$ cat src/rtl/elevator_controller.sv
// Elevator controller: synchronized 1 Hz tick, latched floor calls, IDLE/MOVE/DOOR FSM.
// Define ELEVATOR_ESTOP_EN to add the estop input (freezes motion and timing while high).
module elevator_controller #(
  parameter int NUM_FLOORS = 4,
  parameter int FLOOR_TIME = 3,
  parameter int DOOR_TIME  = 5
) (
  input  logic                  clk,
  input  logic                  rst,
  input  logic                  tick_1s,
  input  logic [NUM_FLOORS-1:0] call_req,
`ifdef ELEVATOR_ESTOP_EN
  input  logic                  estop,
`endif
  output logic [2:0]            floor_o,
  output logic                  moving_up,
  output logic                  moving_down,
  output logic                  door_open,
  output logic [NUM_FLOORS-1:0] pending
);

  typedef enum logic [1:0] {S_IDLE, S_UP, S_DOWN, S_DOOR} state_t;

  localparam logic [3:0] FT_LAST = 4'(FLOOR_TIME - 1);
  localparam logic [3:0] DT_LAST = 4'(DOOR_TIME - 1);
  localparam logic [3:0] T_MAX   = 4'hF;

  logic                  sync1_q, sync2_q, sync3_q, sec_pulse_q;
  state_t                state_q, state_d;
  logic [2:0]            floor_q, floor_d, floor_up, floor_dn, floor_out_q;
  logic [3:0]            timer_q, timer_d;
  logic [NUM_FLOORS-1:0] pending_q, pending_d, pend_eff, pend_out_q;
  logic                  last_dir_q, last_dir_d;
  logic                  up_q, up_d, down_q, down_d, door_q, door_d;
  logic                  reenter, entry, step;

  function automatic logic bit_at(input logic [NUM_FLOORS-1:0] m, input logic [2:0] f);
    bit_at = 1'b0;
    for (int i = 0; i < NUM_FLOORS; i++)
      if (i == int'(f)) bit_at = m[i];
  endfunction

  function automatic logic any_above(input logic [NUM_FLOORS-1:0] m, input logic [2:0] f);
    any_above = 1'b0;
    for (int i = 0; i < NUM_FLOORS; i++)
      if (i > int'(f) && m[i]) any_above = 1'b1;
  endfunction

  function automatic logic any_below(input logic [NUM_FLOORS-1:0] m, input logic [2:0] f);
    any_below = 1'b0;
    for (int i = 0; i < NUM_FLOORS; i++)
      if (i < int'(f) && m[i]) any_below = 1'b1;
  endfunction

  // State register plus registered outputs (outputs trail the state by one cycle)
  always_ff @(posedge clk or posedge rst) begin
    if (rst) begin
      sync1_q     <= 1'b0;
      sync2_q     <= 1'b0;
      sync3_q     <= 1'b0;
      sec_pulse_q <= 1'b0;
      state_q     <= S_IDLE;
      floor_q     <= 3'd0;
      timer_q     <= 4'd0;
      pending_q   <= '0;
      last_dir_q  <= 1'b1;
      up_q        <= 1'b0;
      down_q      <= 1'b0;
      door_q      <= 1'b0;
      floor_out_q <= 3'd0;
      pend_out_q  <= '0;
    end else begin
      sync1_q     <= tick_1s;
      sync2_q     <= sync1_q;
      sync3_q     <= sync2_q;
      sec_pulse_q <= sync2_q & ~sync3_q;
      state_q     <= state_d;
      floor_q     <= floor_d;
      timer_q     <= timer_d;
      pending_q   <= pending_d;
      last_dir_q  <= last_dir_d;
      up_q        <= up_d;
      down_q      <= down_d;
      door_q      <= door_d;
      floor_out_q <= floor_q;
      pend_out_q  <= pending_q;
    end
  end

  // Next-state: decisions look at calls arriving this cycle too, so a
  // button pressed exactly on arrival still opens the door there.
  always_comb begin
    state_d  = state_q;
    floor_d  = floor_q;
    reenter  = 1'b0;
    pend_eff = pending_q | call_req;
    floor_up = floor_q + 3'd1;
    floor_dn = floor_q - 3'd1;
    step     = sec_pulse_q && (timer_q == FT_LAST);
    case (state_q)
      S_IDLE: begin
        if (bit_at(pend_eff, floor_q))
          state_d = S_DOOR;
        else if (any_above(pend_eff, floor_q) && any_below(pend_eff, floor_q))
          state_d = last_dir_q ? S_UP : S_DOWN;
        else if (any_above(pend_eff, floor_q))
          state_d = S_UP;
        else if (any_below(pend_eff, floor_q))
          state_d = S_DOWN;
      end
      S_UP: if (step) begin
        floor_d = floor_up;
        if (bit_at(pend_eff, floor_up))         state_d = S_DOOR;
        else if (any_above(pend_eff, floor_up)) reenter = 1'b1;
        else                                    state_d = S_IDLE;
      end
      S_DOWN: if (step) begin
        floor_d = floor_dn;
        if (bit_at(pend_eff, floor_dn))         state_d = S_DOOR;
        else if (any_below(pend_eff, floor_dn)) reenter = 1'b1;
        else                                    state_d = S_IDLE;
      end
      S_DOOR: if (sec_pulse_q && (timer_q == DT_LAST)) state_d = S_IDLE;
      default: state_d = S_IDLE;
    endcase
`ifdef ELEVATOR_ESTOP_EN
    if (estop) begin
      state_d = state_q;
      floor_d = floor_q;
      reenter = 1'b0;
    end
`endif
    entry   = (state_d != state_q) || reenter;
    timer_d = timer_q;
    if (entry)
      timer_d = 4'd0;
    else if (sec_pulse_q && (timer_q != T_MAX))
      timer_d = timer_q + 4'd1;
`ifdef ELEVATOR_ESTOP_EN
    if (estop) timer_d = timer_q;
`endif
    last_dir_d = last_dir_q;
    if (entry && state_d == S_UP)   last_dir_d = 1'b1;
    if (entry && state_d == S_DOWN) last_dir_d = 1'b0;
    pending_d = pend_eff;
    for (int i = 0; i < NUM_FLOORS; i++)
      if (state_d == S_DOOR && i == int'(floor_d)) pending_d[i] = 1'b0;
  end

  always_comb begin
    up_d   = (state_q == S_UP);
    down_d = (state_q == S_DOWN);
    door_d = (state_q == S_DOOR);
`ifdef ELEVATOR_ESTOP_EN
    if (estop) begin
      up_d   = 1'b0;
      down_d = 1'b0;
      door_d = door_q;
    end
`endif
  end

  assign floor_o     = floor_out_q;
  assign moving_up   = up_q;
  assign moving_down = down_q;
  assign door_open   = door_q;
  assign pending     = pend_out_q;

endmodule

$ cat config.mk
export PLATFORM = sky130hd
export DESIGN_NAME = elevator_controller
export DESIGN_NICKNAME = d
export VERILOG_FILES = /design/src/rtl/elevator_controller.sv
export SDC_FILE = /design/constraint.sdc
export NUM_CORES = 1
export LEC_CHECK = 0
export BUFFER_PORTS_ARGS = -buffer_cell sky130_fd_sc_hd__buf_2
export CAP_MARGIN = 20
export CORE_MARGIN = 5
export CORE_UTILIZATION = 48
export DETAILED_ROUTE_END_ITERATION = 7
export PLACE_DENSITY = 0.67
export SYNTH_ARGS = -nofsm -noshare
export SYNTH_HDL_FRONTEND = slang
export SYNTH_SLANG_ARGS = --single-unit
$ cat constraint.sdc
create_clock -name clk -period 6 [get_ports clk]
set_input_delay 0 -clock clk [delete_from_list [all_inputs] [get_ports clk]]
set_output_delay 0 -clock clk [all_outputs]
set_load 0.01 [all_outputs]
* Word level (Yosys, flattened, before mapping) *
Cells that the tools add are included.

storage, ports and cells
  latch bits = 0
  memory bits (writable) = 0
  memories = 0
  logic and storage cells = 167
  bits in read-only memories = 0
  output and inout port bits = 10
  flip-flop bits (word level) = 28
  input port bits = 7

operators by class
  reduce and logical (&&, ||, !) cells = 32
  shift-type cells = 0
  divide/modulo/power cells = 0
  multiply operators = 0
  add/subtract/negate cells = 3
  eq/ne operators = 22
  bitwise logic cells = 3
  muxes and demuxes = 79
  order comparisons = 14

operators by type and width
  operator                                                      count
  2-to-1 mux 1 bit                                              60
  == test 3 bit, first input constant                           8
  logical AND 1 bit                                             24
  2-to-1 mux 2 bit                                              12
  == test 2 x 3 -> 1 bit, first input constant                  4
  greater-than comparator 2 x 3 -> 1 bit, first input constant  4
  logical NOT 3 bit                                             4
  < comparator 1 x 3 -> 1 bit, first input constant             4
  < comparator 2 x 3 -> 1 bit, first input constant             4
  == test 2 bit, second input constant                          4
  2-to-1 mux 4 bit                                              2
  one-hot mux 2 bit (4 select lines)                            1
  greater-than comparator 1 x 3 -> 1 bit, first input constant  2
  2-to-1 mux 3 bit                                              2
  one-hot mux 3 bit (2 select lines)                            1
  adder 4 x 1 -> 4 bit, second input constant                   1
  == test 2 x 1 -> 1 bit, second input constant                 2
  == test 4 x 2 -> 1 bit, second input constant                 1
  == test 4 x 3 -> 1 bit, second input constant                 1
  inequality test 4 bit, second input constant                  1
  OR 4 bit                                                      1
  nonzero test 2 bit                                            2
  adder 3 x 1 -> 3 bit, second input constant                   1
  subtractor 3 x 1 -> 3 bit, second input constant              1
  6 further kinds                                               6

* Logic depth before layout (Yosys ltp) *
  word-level depth = 26
  mapped depth = 12
  mapped depth without buffers = 11

* Worst setup path before layout *
OpenSTA, ideal clock, no wires.

  kind = register -> register
  from = register floor_q[0]
  to = register last_dir_q
  required time = 5.923 ns
  buffers on the path = 0
  cell stages (with the launch flop) = 11
  setup slack = 3.401 ns
  arrival = 2.522 ns
  path through = dfrtp_1 > inv_1 > ha_1 > xnor2_2 > o211ai_2 > a22oi_2 > a31o_1 > o32ai_1 > or4_1 > a221o_1 > o21a_1

on the way
  longest elaborated chain between the ends = 19
  elaborated cells between the ends (all ways) = 117

RTL lines
  item                                                                line  source
  from (decl)                                                         30    logic [2:0] floor_q, floor_d, floor_up, floor_dn, floor_out_q;
  from (signal assigned)                                              78    floor_q <= floor_d;
  branches (longest 19 deep; another with subtractor 3 x 1 -> 3 bit)  --
  to (signal assigned)                                                81    last_dir_q <= last_dir_d;
  to (decl)                                                           33    logic last_dir_q, last_dir_d;

Several ways; the timed one is not identified. The select of a mux whose other input is x is not followed.
A chain may end at the register's enable or synchronous reset.

* Final worst setup path *
  from = register floor_q[0]
  to = register timer_q[2]

on the way
  longest elaborated chain between the ends = 18
  elaborated cells between the ends (all ways) = 113

RTL lines
  item                                                                line  source
  branches (longest 16 deep; another with subtractor 3 x 1 -> 3 bit)  --
  logical OR 1 bit *                                                  133   entry = (state_d != state_q) || reenter;
  2-to-1 mux 4 bit / nonzero test 2 bit (equally long branches)       --
  to (signal assigned)                                                79    timer_q <= timer_d;
  to (decl)                                                           31    logic [3:0] timer_q, timer_d;

Every way passes the cells marked *. The select of a mux whose other input is x is not followed.

==> metrics.csv <==
metric,value,unit
skew,0.0170,ns
irDropWorstVdd,0.000165,V
cts_tree,built,
netlist_top_cells_area,"dfrtp_1, ha_1, inv_1, a21oi_1, o21ai_0",
holdCritPathClass,in -> reg,
p_leak,0.000874,uW
rr_startpoint,floor_q[0],
setup-violations-final,0,
grt_pass1_wl,7860,um
hold_end,pending_q[0],
worst-path-buf-inv,1,
cts_buffers,3,
dp_cells,256,
nets,239,
rsz0062_at_grt,no,
post_route_cells_drive_above_1_share,15.3,%
critPathKind,reg -> reg,
core_area,0.00372,mm^2
max_stage_delay,0.61,ns
fin_crit_sh,50.6,%
startpoint_type,flop,
post-route-drc-count,0,
cts_resized,0,
rr_worst_depth,10,
yosysSeqAreaShare,37.7,%
gp_congestion,0.996,
yosysUniqueCellTypes,62,
wl_per_cell,17.4,um
end_kind,flop,
synthCells,194,
worstSkewPairLatency,0.29,ns
grt_use_met1,23.8,%
hold_violations,0,
synth_edf_count,0,
cts_sinks,28,
antennaDiodeCount,0,
ios,17,
grt_max_degree,29,
gr-usage-met2,31.7,%
fmax,329,MHz
power_density,375,mW/mm^2
synth_top_flop_cell,dfrtp_1,
die-height,72.3,um
syn-mean-instance-area,9.60,um^2
die_w,72.3,um
cp.required,6.20,ns
cts_setup_buffers,0,
nFillCells,324,
power.share.clock,19.7,%
root_buffer,clkbuf_8,
async_flop_share,100,%
overflow,0,
yosysTopAreaCell,dfrtp_1,
synth_most_common_cell,dfrtp_1,
synth_fp_nets,217,
finalPower,783,uW
arrival,3.24,ns
yosys-top-cells-count,"dfrtp_1, inv_1, ha_1",
fin_crit,3.04,ns
initial_core_util,50.1,%
seqPwrFrac,33.9,%
routed_wl,4570,um
r2r-end,timer_q[2],
busiest_layer,met2,
final_cells,263,
cts.clk_slew.worst_paths,0.09,ns
postRouteAntennaNets,0,
maxCapViolCount,0,
first_global_vias,1628,
yosysWarnings,0,
port_buffers,16,
fin_tns_setup,0,ns
rows,22,
worstPathMaxFanout,13,
p_sw,326,uW
critical-path-slowest-cell,dfrtp_1,
p_int,458,uW
outcome,finished clean,
timing.final.max_slew_violations,0,
syn-cell-area,0.00186,mm^2
area_growth,12.2,%
viasPerCell,6.26,
cpLargestDelayFamily,simple AND/OR/NAND/NOR gates,
multi_input_area,0.00108,mm^2
worst_pin_slew,0.596,ns
holdCritStartpoint,call_req[0],
antenna_found_initial,0,
worstPathCellList,inv_1 > ha_1 > nand2b_1 > o221ai_1 > a41o_1 > a311o_1 > nor3_2 > nor4_2 > nand3b_1 > nor3_1,
ys_ff_latch,28,
slew_headroom,60.2,%
drt_iter0_drc,143,
reg2reg_slack,2.96,ns
ff_latch_area,702,um^2
clockBufferDepth,2,
power_frac_comb,46.4,%
htree_levels,1,
hpwl,3460,um
grt_usage,19.1,%
synth_top_area_share,36.3,%
dieArea,0.00523,mm^2
via_count,1647,
dr.pass1.iters,4,
met3_usage,3.32,%
min_path_cells,3,
p_sw_share,41.6,%
-- area by class of cell --
cell class | count | share of cell area [%]
inverter | 17 | 3.05
tap | 48 | 2.87
timing repair buffer | 19 | 5.51
multi-input combinational | 147 | 51.6
clock inverter | 1 | 1.44
clock buffer | 3 | 1.97
sequential | 28 | 33.6
-- routing by layer --
metal  wire, um  up-vias
li1           -      774
met1       1940      798
met3        251       13
met2       2270       62
met5          0        -
met4        112        0
-- cell families (layout without fill, tap and decap cells) --
kind of cell               Yosys count  in the layout  share of synthesized area [%]
DFF                                 28             28                           37.7
xor gates and xnor gates             2              2                           1.34
AOI/OAI and AO/OA                   69             69                           26.5
buffers and inverters               19             40                           4.43
and+or+nand+nor                     60             60                           19.3
adders and majority gates           16             16                           10.7
-- sequential cells by signal, summed over array words and instances (netlist names) --
signal       flops
sync2_q          1
sync3_q          1
floor_o          3
last_dir_q       1
pending_q        4
pending          4
moving_up        1
floor_q          3
door_open        1
sync1_q          1
moving_down      1
sec_pulse_q      1
timer_q          4
state_q          2
-- layout by cell type (no fill, tap or decap), drive strengths merged, types with 2 or more instances in the layout --
master	synthesis	layout
or4	2	2
nor3	4	4
nand3	4	4
clkbuf	0	3
inv	17	17
nor4	2	2
nand4	3	3
a31oi	6	6
xnor2	2	2
nor2b	4	4
a221o	2	2
nand4b	2	2
or2	2	2
a2bb2oi	2	2
dfrtp	27	27
a21oi	12	12
and2	2	2
and3	3	3
buf	2	17
or3b	2	2
dlygate4sd3	0	2
and4	2	2
nand2	12	12
o21ai	15	15
nor2	12	12
o21a	3	3
ha	16	16
o31ai	2	2
a22oi	2	2
a211oi	4	4
o221ai	2	2
o211ai	3	3
-- tightest hold or removal path, cell delays in order --
cell and delay (ns):
buf_2 0.10, nor2_1 0.10, a31oi_1 0.16
-- worst max path at each step --
stage / cells after the start / from / slack [ns] / endpoint
finish: 10 / floor_q[0] / 2.96 / timer_q[2]
global route: 10 / floor_q[0] / 2.74 / last_dir_q
CTS: 10 / floor_q[0] / 2.98 / timer_q[3]
detailed placement: 10 / floor_q[0] / 3.01 / timer_q[3]
global placement: 10 / floor_q[0] / 3.15 / timer_q[2]
floorplan: 10 / floor_q[0] / 3.40 / last_dir_q
-- power groups by stage --
| stage | combinational, uW | clock (uW) | sequential, uW |
|---|---|---|---|
| 2_1_floorplan | 261 | 0 | 265 |
| 3_3_place_gp | 350 | 0 | 267 |
| 3_5_place_dp | 359 | 0 | 268 |
| 4_1_cts | 362 | 156 | 264 |
| 5_1_grt | 401 | 164 | 272 |
| 6_report | 363 | 154 | 266 |
-- through the flow --
stage / instance area, um^2 / worst slack [ns] / util [%] / hold slack (ns)
2_1_floorplan: 1860 / 3.40 / - / 0.0314
3_3_place_gp: 1980 / 3.15 / 53.4 / 0.110
3_5_place_dp: 1980 / 3.01 / 53.4 / 0.109
4_1_cts: 2080 / 2.98 / 55.9 / 0.101
5_1_grt: 2090 / 2.74 / 56.3 / 0.124
6_report: 2090 / 2.96 / 56.3 / 0.120
-- timing repair --
item,CTS,global route
hold endpoints to repair,12,0
hold buffers,2,0
endpoints found under the setup margin,0,0
No activity file was read; power rests on OpenSTA's default activity.
